`config.mk`:
```
export PLATFORM = sky130hd
export DESIGN_NAME = core_wb_sched
export DESIGN_NICKNAME = d
export VERILOG_FILES = /design/src/rtl/core_wb_sched_pkg.sv /design/src/rtl/core_wb_sched_arb.sv /design/src/rtl/core_wb_sched.sv
export SDC_FILE = /design/constraint.sdc
export NUM_CORES = 1
export LEC_CHECK = 0
export BUFFER_PORTS_ARGS = -buffer_cell sky130_fd_sc_hd__buf_2
export CORE_UTILIZATION = 47
export DETAILED_ROUTE_END_ITERATION = 10
export PLACE_DENSITY = 0.8
export SLEW_MARGIN = 0
export SYNTH_ARGS = -nofsm -noshare
export SYNTH_HDL_FRONTEND = slang
export SYNTH_SLANG_ARGS = --single-unit
```
`constraint.sdc`:
```
create_clock -name clk -period 3.2 [get_ports clk]
set_input_delay 0.16 -clock clk [delete_from_list [all_inputs] [get_ports clk]]
set_output_delay 0.16 -clock clk [all_outputs]
set_load 0.03 [all_outputs]
```
`src/rtl/core_wb_sched_pkg.sv`:
```
// Shared defaults for the writeback scheduler: datapath width, register index
// width and number of writeback requesters.
package core_wb_sched_pkg;

  localparam int CORE_XLEN        = 32;
  localparam int CORE_RFIDX_WIDTH = 5;
  localparam int CORE_WB_PORTS    = 3;

  // Pointer width for an n-way round-robin; a single requester still needs one bit.
  function automatic int ptr_width(input int n);
    return (n > 1) ? $clog2(n) : 1;
  endfunction

endpackage

```
`src/rtl/core_wb_sched_arb.sv`:
```
// Round-robin arbiter for the writeback requesters. The grant is combinational
// from the requests and the pointer; the pointer moves past the winner.
module core_wb_rr_arb
  import core_wb_sched_pkg::*;
#(
  parameter int N = CORE_WB_PORTS
) (
  input  logic         clk,
  input  logic         rst,
  input  logic [N-1:0] req_i,
  output logic [N-1:0] gnt_o
);

  localparam int PW = ptr_width(N);

  logic [PW-1:0] ptr_q;
  logic [PW-1:0] ptr_d;
  logic [PW-1:0] gidx;
  logic          found;

  // Search from the pointer upward, wrapping at N-1; nothing is granted in reset.
  always_comb begin
    int p;
    gnt_o = '0;
    gidx  = '0;
    found = 1'b0;
    p     = 0;
    for (int k = 0; k < N; k++) begin
      p = int'(ptr_q) + k;
      if (p >= N) p = p - N;
      if (!found && !rst && req_i[p]) begin
        found    = 1'b1;
        gidx     = PW'(p);
        gnt_o[p] = 1'b1;
      end
    end
  end

  always_comb begin
    ptr_d = ptr_q;
    if (found) begin
      ptr_d = (gidx == PW'(N - 1)) ? '0 : gidx + 1'b1;
    end
  end

  always_ff @(posedge clk) begin
    if (rst) ptr_q <= '0;
    else     ptr_q <= ptr_d;
  end

endmodule

```
`src/rtl/core_wb_sched.sv`:
```
// Writeback scheduler: register scoreboard that stalls hazardous issue, plus a
// round-robin funnel from the writeback requesters into the single regfile write port.
module core_wb_sched
  import core_wb_sched_pkg::*;
#(
  parameter int NPORT = CORE_WB_PORTS,
  parameter int XLEN  = CORE_XLEN,
  parameter int IDXW  = CORE_RFIDX_WIDTH
) (
  input  logic                  clk,
  input  logic                  rst,
  input  logic                  issue_vld,
  input  logic                  issue_rd_wen,
  input  logic [IDXW-1:0]       issue_rd_idx,
  input  logic [IDXW-1:0]       issue_rs1_idx,
  input  logic [IDXW-1:0]       issue_rs2_idx,
  output logic                  issue_stall,
  input  logic [NPORT-1:0]      wb_vld,
  input  logic [NPORT*IDXW-1:0] wb_idx,
  input  logic [NPORT*XLEN-1:0] wb_dat,
  output logic [NPORT-1:0]      wb_rdy,
  output logic                  rf_wen,
  output logic [IDXW-1:0]       rf_widx,
  output logic [XLEN-1:0]       rf_wdat
);

  localparam int NREG = 1 << IDXW;

  logic [NREG-1:0] pend_q, pend_d;
  logic            rf_wen_q, rf_wen_d;
  logic [IDXW-1:0] rf_widx_q, rf_widx_d;
  logic [XLEN-1:0] rf_wdat_q, rf_wdat_d;

  logic            xfer;
  logic            fire;
  logic [IDXW-1:0] sel_idx;
  logic [XLEN-1:0] sel_dat;

  core_wb_rr_arb #(.N(NPORT)) u_arb (
    .clk   (clk),
    .rst   (rst),
    .req_i (wb_vld),
    .gnt_o (wb_rdy)
  );

  assign xfer = |(wb_vld & wb_rdy);

  // Grant is one-hot, so OR-ing the masked lanes selects the winner.
  always_comb begin
    sel_idx = '0;
    sel_dat = '0;
    for (int i = 0; i < NPORT; i++) begin
      if (wb_rdy[i]) begin
        sel_idx = sel_idx | wb_idx[i*IDXW +: IDXW];
        sel_dat = sel_dat | wb_dat[i*XLEN +: XLEN];
      end
    end
  end

  assign issue_stall = ~rst & issue_vld &
                       (pend_q[issue_rs1_idx] | pend_q[issue_rs2_idx] |
                        (issue_rd_wen & pend_q[issue_rd_idx]));
  assign fire        = issue_vld & ~issue_stall & ~rst;

  // x0 transfers are accepted but never reach the regfile.
  always_comb begin
    rf_wen_d  = xfer & (sel_idx != '0);
    rf_widx_d = xfer ? sel_idx : rf_widx_q;
    rf_wdat_d = xfer ? sel_dat : rf_wdat_q;
  end

  // Set is applied after clear so a same-index issue keeps the bit pending.
  always_comb begin
    pend_d = pend_q;
    if (rf_wen_q) pend_d[rf_widx_q] = 1'b0;
    if (fire && issue_rd_wen) pend_d[issue_rd_idx] = 1'b1;
    pend_d[0] = 1'b0;
  end

  always_ff @(posedge clk) begin
    if (rst) begin
      pend_q    <= '0;
      rf_wen_q  <= 1'b0;
      rf_widx_q <= '0;
      rf_wdat_q <= '0;
    end else begin
      pend_q    <= pend_d;
      rf_wen_q  <= rf_wen_d;
      rf_widx_q <= rf_widx_d;
      rf_wdat_q <= rf_wdat_d;
    end
  end

  assign rf_wen  = rf_wen_q;
  assign rf_widx = rf_widx_q;
  assign rf_wdat = rf_wdat_q;

endmodule

```
# After elaboration in Yosys (flattened, before gate mapping)
# Index checks and enable logic that the tools add are counted.
[word_totals] out_inout_bits=42 n_memories=0 ram_bits=0 regBits=72 latch_bits=0 input_bits=133 romBits=0
[classes] n_reduce_logical=16 multipliers=0 magnitude_cmp=15 n_shift=0 n_mux=46 n_addsub=6 div=0 eq_ne=1 bitwise=20
[ops] cell="$mux W32" n=8
[ops] cell="$ge A32 B1 Y1 const B" n=3
[ops] cell="$lt A32 B4 Y1 const B" n=3
[ops] cell="$or A32 B32 Y32" n=3
[ops] cell="$ge A32 B3 Y1 const B" n=2
[ops] cell="$sub A32 B3 Y32 const B" n=2
[ops] cell="$and A32 B32 Y32" n=1
[ops] cell="$not A32 Y32" n=1
[ops] cell="$lt A5 B6 Y1 const B" n=4
[ops] cell="$mux W1" n=17
[ops] cell="$bmux W1 S5" n=3
[ops] cell="$mux W5" n=3
[ops] cell="$logic_and A1 B1 Y1" n=11
[ops] cell="$demux W1 S5" n=2
[ops] cell="$ge A5 B1 Y1 const B" n=2
[ops] cell="$or A5 B5 Y5" n=2
[ops] cell="$mux W3" n=3
[ops] cell="$mux W2" n=4
[ops] cell="$and A1 B1 Y1" n=6
[ops] cell="$bmux W1 S2" n=3
[ops] cell="$demux W1 S2" n=3
[ops] cell="$or A3 B3 Y3" n=2
[ops] cell="$reduce_bool A5 Y1" n=1
[ops] cell="$add A2 B1 Y3 const B" n=1
[ops] cell="10 further kinds" n=14

# Logic depth before layout (Yosys ltp)
# Gate-level depths: netlist of the first run.
[depth] depth_word=22 mapped_depth=12

# Hierarchy
# A second synthesis of the first run with hierarchy kept.
[hier_totals] hier_cells=486 hier_area_um2=4610.7
[modules_own_cells] module="core_wb_sched" area_each_um2=4179.0 cells_each=441 n_inst=1
[modules_own_cells] module="core_wb_rr_arb" area_each_um2=431.7 cells_each=45 n_inst=1

# Worst setup path after synthesis of the first run
# No wires, ideal clock.
[synth_path] kind="register to register" startpoint="reg u_arb.ptr_q[1]" endpoint="reg rf_wdat_q[23] (netlist: rf_wdat[23])" path_stages_with_launch=10 period_less_slack_ns=3.050 setup_ns=0.081 setup_slack_ns=0.150 arrival_time_ns=2.969 path_cell_list="dfxtp_1 -> inv_1 -> ha_1 -> mux2_2 -> mux2_2 -> or4b_4 -> a22oi_4 -> clkbuf_1 -> a222oi_1 -> a211oi_2"
[synth_between] elab_chain_len=20
[synth_lines] element="start: declaration" line_no="core_wb_sched_arb.sv:16" source="logic [PW-1:0] ptr_q;"
[synth_lines] element="start signal: assignment" line_no="core_wb_sched_arb.sv:48" source="else ptr_q <= ptr_d;"
[synth_lines] element="parallel branches: the longest is 14 deep, another holds $sub A32 B3 Y32"
[synth_lines] element="$mux W3 *" line_no="core_wb_sched_arb.sv:31" source="if (!found && !rst && req_i[p]) begin"
[synth_lines] element="net wb_rdy[0]" line_no="core_wb_sched.sv:21" source="output logic [NPORT-1:0] wb_rdy,"
[synth_lines] element="$mux W32" line_no="core_wb_sched.sv:53" source="if (wb_rdy[i]) begin"
[synth_lines] element="$or A32 B32 Y32" line_no="core_wb_sched.sv:55" source="sel_dat = sel_dat | wb_dat[i*XLEN +: XLEN];"
[synth_lines] element="$mux W32" line_no="core_wb_sched.sv:53"
[synth_lines] element="$or A32 B32 Y32" line_no="core_wb_sched.sv:55"
[synth_lines] element="$mux W32" line_no="core_wb_sched.sv:53"
[synth_lines] element="end signal: assignment" line_no="core_wb_sched.sv:90" source="rf_wdat_q <= rf_wdat_d;"
[synth_lines] element="end: declaration" line_no="core_wb_sched.sv:32" source="logic [XLEN-1:0] rf_wdat_q, rf_wdat_d;"
# Mark *: on every way through the listed nets, which the timed path passes. The select of a mux whose other input is x is not followed.
# A chain may end at the register's enable or synchronous reset.

# Final worst setup path of the first run
[layout_path] startpoint="reg u_arb.ptr_q[1]" endpoint="out wb_rdy[0]"
[layout_between] elab_chain_len=15
[layout_lines] element="parallel branches: the longest is 14 deep, another holds $sub A32 B3 Y32"
[layout_lines] element="$mux W3 *" line_no="core_wb_sched_arb.sv:31"
[layout_lines] element="end: declaration" line_no="core_wb_sched.sv:21"
# Mark *: on every way between the ends. The select of a mux whose other input is x is not followed.

==> results, run 1 <==
- For this run, asynchronously set or reset flops after synthesis account for 0.
- The total half-perimeter wirelength after legalization and detailed placement is 9.81 mm.
- The routed design could run at a clock period as short as 3.06 ns.
- The arrival time at the worst endpoint is 2.90 ns.
- Across every metal layer, demand over resource in global routing totals 0.264.
- The number of nets in the layout is 764.
- The max-slew violation total from the final report is 0.
- The port buffer count is 174.
- The first routing iteration left 361 violations.
- The flow ran to the end, and the final reports show no timing, DRC or antenna violations.
- The weighted congestion at the end of routability-driven global placement is 0.952.
- The total area inside the core boundary comes to 0.00920 mm².
- On the final layout, the worst hold slack is 0.0953 ns.
- The share of synthesized area in the top cell type comes to 0.320.
- Setup violations remaining at the end of the flow were counted as 0.
- The final clock skew is 0.00962 ns.
- The total of warnings raised by yosys is 0.
- Summing internal, switching and leakage power gives 3.18 mW.
- After synthesis, the largest family of logic cells by area is compound AO/OA/AOI/OAI gates.
- In this run the horizontal extent of the chip is 99.3 µm.
- The insertion delay to the later sink of the worst-skew pair is 0.35 ns.
- The adder and majority gate portion of the synthesized area is 0.0113.
- Counting the fill cells in the layout gives 808.
- The share of the synthesized area in compound gates (AO/OA/AOI/OAI) is 0.275.
- Once routing completed, OpenROAD measured the worst setup slack at 0.139 ns.
- Adding up every negative setup slack in the final design gives 0 ns.
- The type of the worst setup path is register to output pin.
- The path class of the lowest-slack min-delay path is input port to register.
- The combined area of all synthesized cells is 0.00445 mm².
- The post-CTS repair timing setup buffer count is 0.
- The post-placement worst setup slack is 0.224 ns.
- Dividing the detail-routed wire length by the instance count gives 17.6 µm.
- Summed over all layers, the global routing overflow is 0.
- During I/O placement, the number of pins put on the boundary was 175.
- The most used flip-flop cell after synthesis is sky130_fd_sc_hd__dfxtp_1.
- Clock tree synthesis found a total of 71 sinks.
- The detailed-route DRC error count is 0.
- The number of flops mapped to enable cells by yosys is 0.
- Summing all multi-input logic gate instances after layout gives 0.00282 mm².
- The layout cell share with drive strength beyond 1 is 0.415.
- The initial antenna violation count is 0.
- The synthesized net count is 609.
- Along the worst path, the maximum fanout reaches 36.
- The via count is 4625.
- The mux cell area share after synthesis is 0.148.
- The category of the worst setup path capture point is an output pin.
- The worst setup path is launched from a register.
- The total leakage power is 2.25 nW.
- For this design, the CTS-stage hold fixing added 0 buffers.
- The final core area utilization is 0.607.
- Dividing total power by cell area gives a power density of 570 mW/mm².
- The relative slew slack is 0.561.
- The first global-routing pass estimated 20.7 mm of wire.
- The longest clock path from root to sink contains 2 buffers.
- The sum of routed wire length over all layers is 13.1 mm.
- The post-synthesis area per instance is 9.42 µm².
- The area share of and/or/nand/nor cells after synthesis is 0.197.
- In the synthesized netlist, the cells that appear most often are sky130_fd_sc_hd__dfxtp_1 (71), sky130_fd_sc_hd__o21ai_0 (52), sky130_fd_sc_hd__nor2_1 (49).
- The largest net degree at the start of global routing is 50.
- The required time at the worst-slack endpoint is 3.04 ns.
- The number of clock buffers added by TritonCTS is 9.
- Compared with the post-synthesis result, the final layout area differs by 25.4%.
- The maximum clock rate is 0.327 GHz.
- After detailed routing, the number of vias per cell comes to 6.22.
- The flip-flop and latch count after synthesis is 71.
- Before antenna repair, the detailed router went through 8 iterations.
- 0 antenna diodes ended up in the layout.
- Among all cell types in the netlist, the one instantiated most often is sky130_fd_sc_hd__dfxtp_1.
- The clock transition at the registers of the reported paths is 0.08 ns.
- The area taken by flip-flops and latches is 0.00142 mm².
- The root buffer cell is sky130_fd_sc_hd__clkbuf_8.
- The TritonCTS clock tree is done.
- The synthesized netlist contains 50 unique library cells.
- The number of hold-slack violations in the final timing report is 0.
- The area enclosed by the die boundary is 0.00985 mm².
- The effective utilization at floorplan is 0.484.
- The number of max-cap violations is 0.
- The sequential fraction of the synthesis area is 0.320.
- The H-tree was split into 3 levels.
- Sorting the synthesized cells by area gives the leading types as sky130_fd_sc_hd__dfxtp_1 (32%), sky130_fd_sc_hd__mux4_2 (12%), sky130_fd_sc_hd__a222oi_1 (8.6%), sky130_fd_sc_hd__o21ai_0 (5.9%), sky130_fd_sc_hd__a211oi_2 (5.6%).
- Synthesis produced a netlist whose cell count is 472.
- The transition time at the pin with the least slew margin is 0.658 ns.
- The via count of the first global-routing pass is 4346.
- The final critical-path share of the clock period is 0.956.
- Of the total synthesized cell area, the portion taken by XOR and XNOR cells is 0.
- The biggest area consumer among synthesized cells is sky130_fd_sc_hd__dfxtp_1.
- The overall die height is 99.3 µm.
- The worst ir drop on vdd is 442 µV.
- The row count is 35.
- The count of nets left with antenna violations once routing finished came out at 0.
registers in the layout, summed over array words and instances (netlist names):
register	flops
pend_q	31
rf_wdat	32
rf_wen	1
rf_widx	5
u_arb.ptr_q	2
cell usage in the layout (no fill, tap or decap), types with 16 or more instances in the layout:
cell / count
sky130_fd_sc_hd__nand3b_1: 24
sky130_fd_sc_hd__mux4_2: 23
sky130_fd_sc_hd__o21ai_0: 52
sky130_fd_sc_hd__dfxtp_1: 71
sky130_fd_sc_hd__buf_2: 174
sky130_fd_sc_hd__nor2_1: 48
sky130_fd_sc_hd__a222oi_1: 38
sky130_fd_sc_hd__a211oi_1: 16
sky130_fd_sc_hd__nand2_1: 27
sky130_fd_sc_hd__a211oi_2: 20
sky130_fd_sc_hd__nor2b_1: 26
power by group:
part | internal (mW) | total (mW) | switching, mW
logic | 0.492 | 1.34 | 0.850
registers | 1.01 | 1.12 | 0.107
clock network | 0.361 | 0.724 | 0.363
through the flow:
stage	cells	cell area, µm²
6_report	743	5580
5_1_grt	743	5580
4_1_cts	743	5570
3_5_place_dp	727	5370
3_3_place_gp	727	5370
2_1_floorplan	472	4450
cells by family (layout without fill, tap and decap cells):
| family | after synthesis | in the layout |
|---|---|---|
| multiplexers | 36 | 36 |
| AO/OA/AOI/OAI | 151 | 151 |
| adder cells (fa/ha/maj) | 4 | 4 |
| AND/OR/NAND/NOR | 161 | 161 |
| flip-flops | 71 | 71 |
| buffers and inverters | 49 | 209 |
path summary, 6_finish.rpt:
path | from | to | slack [ns] | cells after the start
min reg2reg | rf_wdat[11]$_SDFFE_PP0P_ | rf_wdat[11]$_SDFFE_PP0P_ | 0.50 | 2
max reg2reg | u_arb.ptr_q[1]$_SDFFE_PP0P_ | rf_wdat[12]$_SDFFE_PP0P_ | 0.18 | 10
min | wb_idx[1] | rf_widx[1]$_SDFFE_PP0P_ | 0.1 | 3
max | u_arb.ptr_q[1]$_SDFFE_PP0P_ | wb_rdy[0] | 0.14 | 8
area by class of cell:
type / instances / share of cell area
multi-input combinational: 352 / 0.505
sequential: 71 / 0.255
timing repair buffer: 186 / 0.175
tap: 111 / 0.0249
clock buffer: 9 / 0.0222
clock inverter: 7 / 0.0128
inverter: 7 / 0.00471
critical path, stage by stage, from the launching register on:
cell and delay, ns:
sky130_fd_sc_hd__dfxtp_1 0.34, sky130_fd_sc_hd__inv_1 0.09, sky130_fd_sc_hd__ha_1 0.18, sky130_fd_sc_hd__mux2_2 0.36, sky130_fd_sc_hd__mux2_2 0.31, sky130_fd_sc_hd__or4b_4 0.54, sky130_fd_sc_hd__a22oi_4 0.19, sky130_fd_sc_hd__buf_6 0.28
sky130_fd_sc_hd__buf_2 0.25
metal layers:
layer,GRT usage,up-vias,wire length [µm]
met5,0,-,0
met4,0.0973,0,325
met3,0.0611,35,962
met2,0.462,223,6650
met1,0.315,2205,5140
li1,-,2162,-
repair_timing:
action / 4_1_cts / 5_1_grt
endpoints found under the setup margin: 0 / 2
resized for setup: 0 / 2
hold endpoints to repair: 0 / 0
Power figures use the tool's default switching activity.
==> run 2, diff against run 1 <==
- CORE_ASPECT_RATIO: not set -> 1.75
- PLACE_DENSITY: 0.8 -> 0.76
==> run 2 against run 1 <==
Against the previous run:
- register-to-register slack improved by 0.02 ns
- clock skew is 0.0056 ns lower
- largest power group unchanged
- global-route usage rose by 4.6 points
- first-iteration DRC count up 18%
- flip-flop and latch count unchanged
- final area rose by 2.3%
- critical path depth is the same
- largest cell class unchanged
- setup slack worse by 0.0083 ns
- non-clock buffer count increased by 2
- core utilization grew 1.7 points
==> results, run 2 (synthesized netlist as in run 1, its figures left out) <==
- The largest net degree at the start of global routing came to 55 (was 50).
- The total power after layout is 3.53 mW (was 3.18 mW).
- Leading cell types in the layout, fill and taps excluded: sky130_fd_sc_hd__buf_2 (174), sky130_fd_sc_hd__dfxtp_1 (71), sky130_fd_sc_hd__o21ai_0 (52) (unchanged).
- The number of detailed-route iterations in the first pass is 9 (was 8).
- The final clock skew came to 0.00406 ns (was 0.00962 ns).
- The transition time at the pin with the least slew margin is 0.667 ns (was 0.658 ns).
- The arrival time at the worst endpoint is 2.91 ns (was 2.90 ns).
- The total half-perimeter wirelength after legalization and detailed placement is 11.4 mm (was 9.81 mm).
- The wire length of the first global-routing pass is 22.2 mm (was 20.7 mm).
- The internal power of the cells was 2.14 mW (was 1.86 mW).
- The final standard cell area without fillers is 0.00571 mm² (was 0.00558 mm²).
- The critical hold path startpoint is wb_idx[1] (unchanged).
- The worst ir drop on vdd was 343 µV (was 442 µV).
- The count of filler cells inserted in the layout is 792 (was 808).
- The number of hold-slack violations in the final timing report came to 0 (unchanged).
- The die width came to 75.5 µm (was 99.3 µm).
- The number of nets in the layout is 766 (was 764).
- The placed cell area is 0.00537 mm² (about the same).
- The number of max-cap violations came to 0 (unchanged).
- The placed cell count is 734 (was 727).
- The number of buffers inserted for hold repair after clock tree synthesis was 0 (unchanged).
- The setup TNS is 0 ns (unchanged).
- The launch point of the worst reg-to-reg path is u_arb.ptr_q[1]$_SDFFE_PP0P_ (unchanged).
- Setup repair after global routing left no endpoint under its margin.
- Result of the run: finished, final reports clean (unchanged).
- The overall die height is 131 µm (was 99.3 µm).
- The setup slack of the critical path after layout is 0.131 ns (was 0.139 ns).
- The layout cell share with drive strength beyond 1 was 0.416 (was 0.415).
- The number of clock sinks was 71 (unchanged).
- The final critical path time including I/O delays and setup is 3.07 ns (was 3.06 ns).
- The area growth from synthesis to layout is 28.3% (was 25.4%).
- The total area of multi-input combinational cells is 0.00282 mm² (about the same).
- The post-detailed-route count of antenna-violating nets came to 0 (unchanged).
- The category of the worst setup path capture point is an output pin (unchanged).
- The maximum clock rate is 0.326 GHz (was 0.327 GHz).
- The sum of routed wire length over all layers came to 15.1 mm (was 13.1 mm).
- The global-route total usage across every layer came to 0.310 (was 0.264).
- The path class of the lowest-slack min-delay path is input port to register (unchanged).
- The logic gate share of total power is 0.396 (was 0.422).
- The average wire per cell in the routed design was 20.0 µm (was 17.6 µm).
- The weighted congestion at the end of routability-driven global placement is 0.946 (was 0.952).
- The source of the critical timing path is u_arb.ptr_q[1]$_SDFFE_PP0P_ (unchanged).
- The total leakage power was 2.31 nW (was 2.25 nW).
- The number of flip-flops in the largest register is 32 (unchanged).
- The detailed-route DRC error count came to 0 (unchanged).
- The total grt overflow was 0 (unchanged).
- The number of inserted diodes is 0 (unchanged).
- The core area is 0.00915 mm² (was 0.00920 mm²).
- The area enclosed by the die boundary is 0.00987 mm² (was 0.00985 mm²).
- The area taken by flip-flops and latches came to 0.00142 mm² (unchanged).
- The net switching power is 1.38 mW (was 1.32 mW).
- The final critical-path share of the clock period is 0.959 (was 0.956).
- The clock transition at the registers of the reported paths is 0.05 ns (was 0.08 ns).
- The via count is 4809 (was 4625).
- The part of the power in registers came to 0.320 (was 0.351).
- The post-placement worst setup slack is 0.0427 ns (was 0.224 ns).
- The most common cell after layout, fill and taps aside is sky130_fd_sc_hd__buf_2 (unchanged).
- The port buffer count came to 174 (unchanged).
- The initial detailed-routing violation count is 426 (was 361).
- The ratio of routed vias to standard cells is 6.38 (was 6.22).
- The final count of negative-setup-slack endpoints came to 0 (unchanged).
- The max-slew violation total from the final report is 0 (unchanged).
- The type of the worst setup path is register to output pin (unchanged).
- The maximum number of buffers from clock root to sink came to 2 (unchanged).
- The required time at the worst-slack endpoint is 3.04 ns (about the same).
- The final core area utilization is 0.624 (was 0.607).
- The effective utilization at floorplan was 0.486 (was 0.484).
- The via count of the first global-routing pass was 4581 (was 4346).
- The filler-free cell count of the finished design is 754 (was 743).
- The relative slew slack was 0.556 (was 0.561).
- The number of top-level pins was 175 (unchanged).
- The number of H-tree branching levels is 3 (unchanged).
- The root buffer cell is sky130_fd_sc_hd__clkbuf_16 (was sky130_fd_sc_hd__clkbuf_8).
- The total clock buffers created by CTS is 9 (unchanged).
- The type of element launching the critical path is a register (unchanged).
- The share of total power in the clock network came to 0.284 (was 0.227).
- The TritonCTS clock tree is done (unchanged).
- The row count is 46 (was 35).
- The insertion delay to the later sink of the worst-skew pair was 0.34 ns (was 0.35 ns).
- The initial antenna violation count is 0 (unchanged).
- The power per unit of standard cell area is 618 mW/mm² (was 570 mW/mm²).
- The maximum net fanout on the critical path was 36 (unchanged).
- The switching share of total power is 0.392 (was 0.415).
- The worst hold slack after final layout came to 0.154 ns (was 0.0953 ns).
## run 2: final cells by class
cell class,count,share of cell area
Multi-Input combinational cell,352,0.494
Sequential cell,71,0.249
Timing Repair Buffer,188,0.174
Clock buffer,11,0.0425
Tap cell,120,0.0263
Clock inverter,5,0.0101
Inverter,7,0.00460
## run 2: path summary, 6_finish.rpt
| check | endpoint | slack [ns] | cells after the start |
|---|---|---|---|
| max | wb_rdy[0] | 0.13 | 8 |
| min | rf_widx[1]$_SDFFE_PP0P_ | 0.15 | 3 |
| max reg2reg | rf_widx[4]$_SDFFE_PP0P_ | 0.20 | 11 |
| min reg2reg | rf_wdat[4]$_SDFFE_PP0P_ | 0.49 | 2 |
## run 2: timing repair
action                     4_1_cts  5_1_grt
setup endpoints to repair        0        7
resized for setup                0        2
buffers inserted                 0        4
hold endpoints to repair         0        0
## run 2: power groups by stage
stage                     Clock, mW  Sequential (mW)  Combinational (mW)
after floorplan                   0             1.33               0.756
after global placement            0             1.14                1.32
after detailed placement          0             1.14                1.35
after CTS                      1.02             1.12                1.36
after global routing           1.06             1.14                1.50
final                          1.00             1.13                1.40
## run 2: routing by layer
layer  track usage  share of wire
met3        0.0729          0.083
met2         0.569           0.53
met1         0.296           0.33
met5             0              0
met4         0.202          0.056
## run 2: critical path, stage by stage (launching register included)
cell                      delay, ns
sky130_fd_sc_hd__dfxtp_1       0.34
sky130_fd_sc_hd__inv_1         0.09
sky130_fd_sc_hd__ha_1          0.18
sky130_fd_sc_hd__mux2_2        0.37
sky130_fd_sc_hd__mux2_2        0.31
sky130_fd_sc_hd__or4b_4        0.54
sky130_fd_sc_hd__a22oi_4       0.20
sky130_fd_sc_hd__buf_6         0.29
sky130_fd_sc_hd__buf_2         0.26
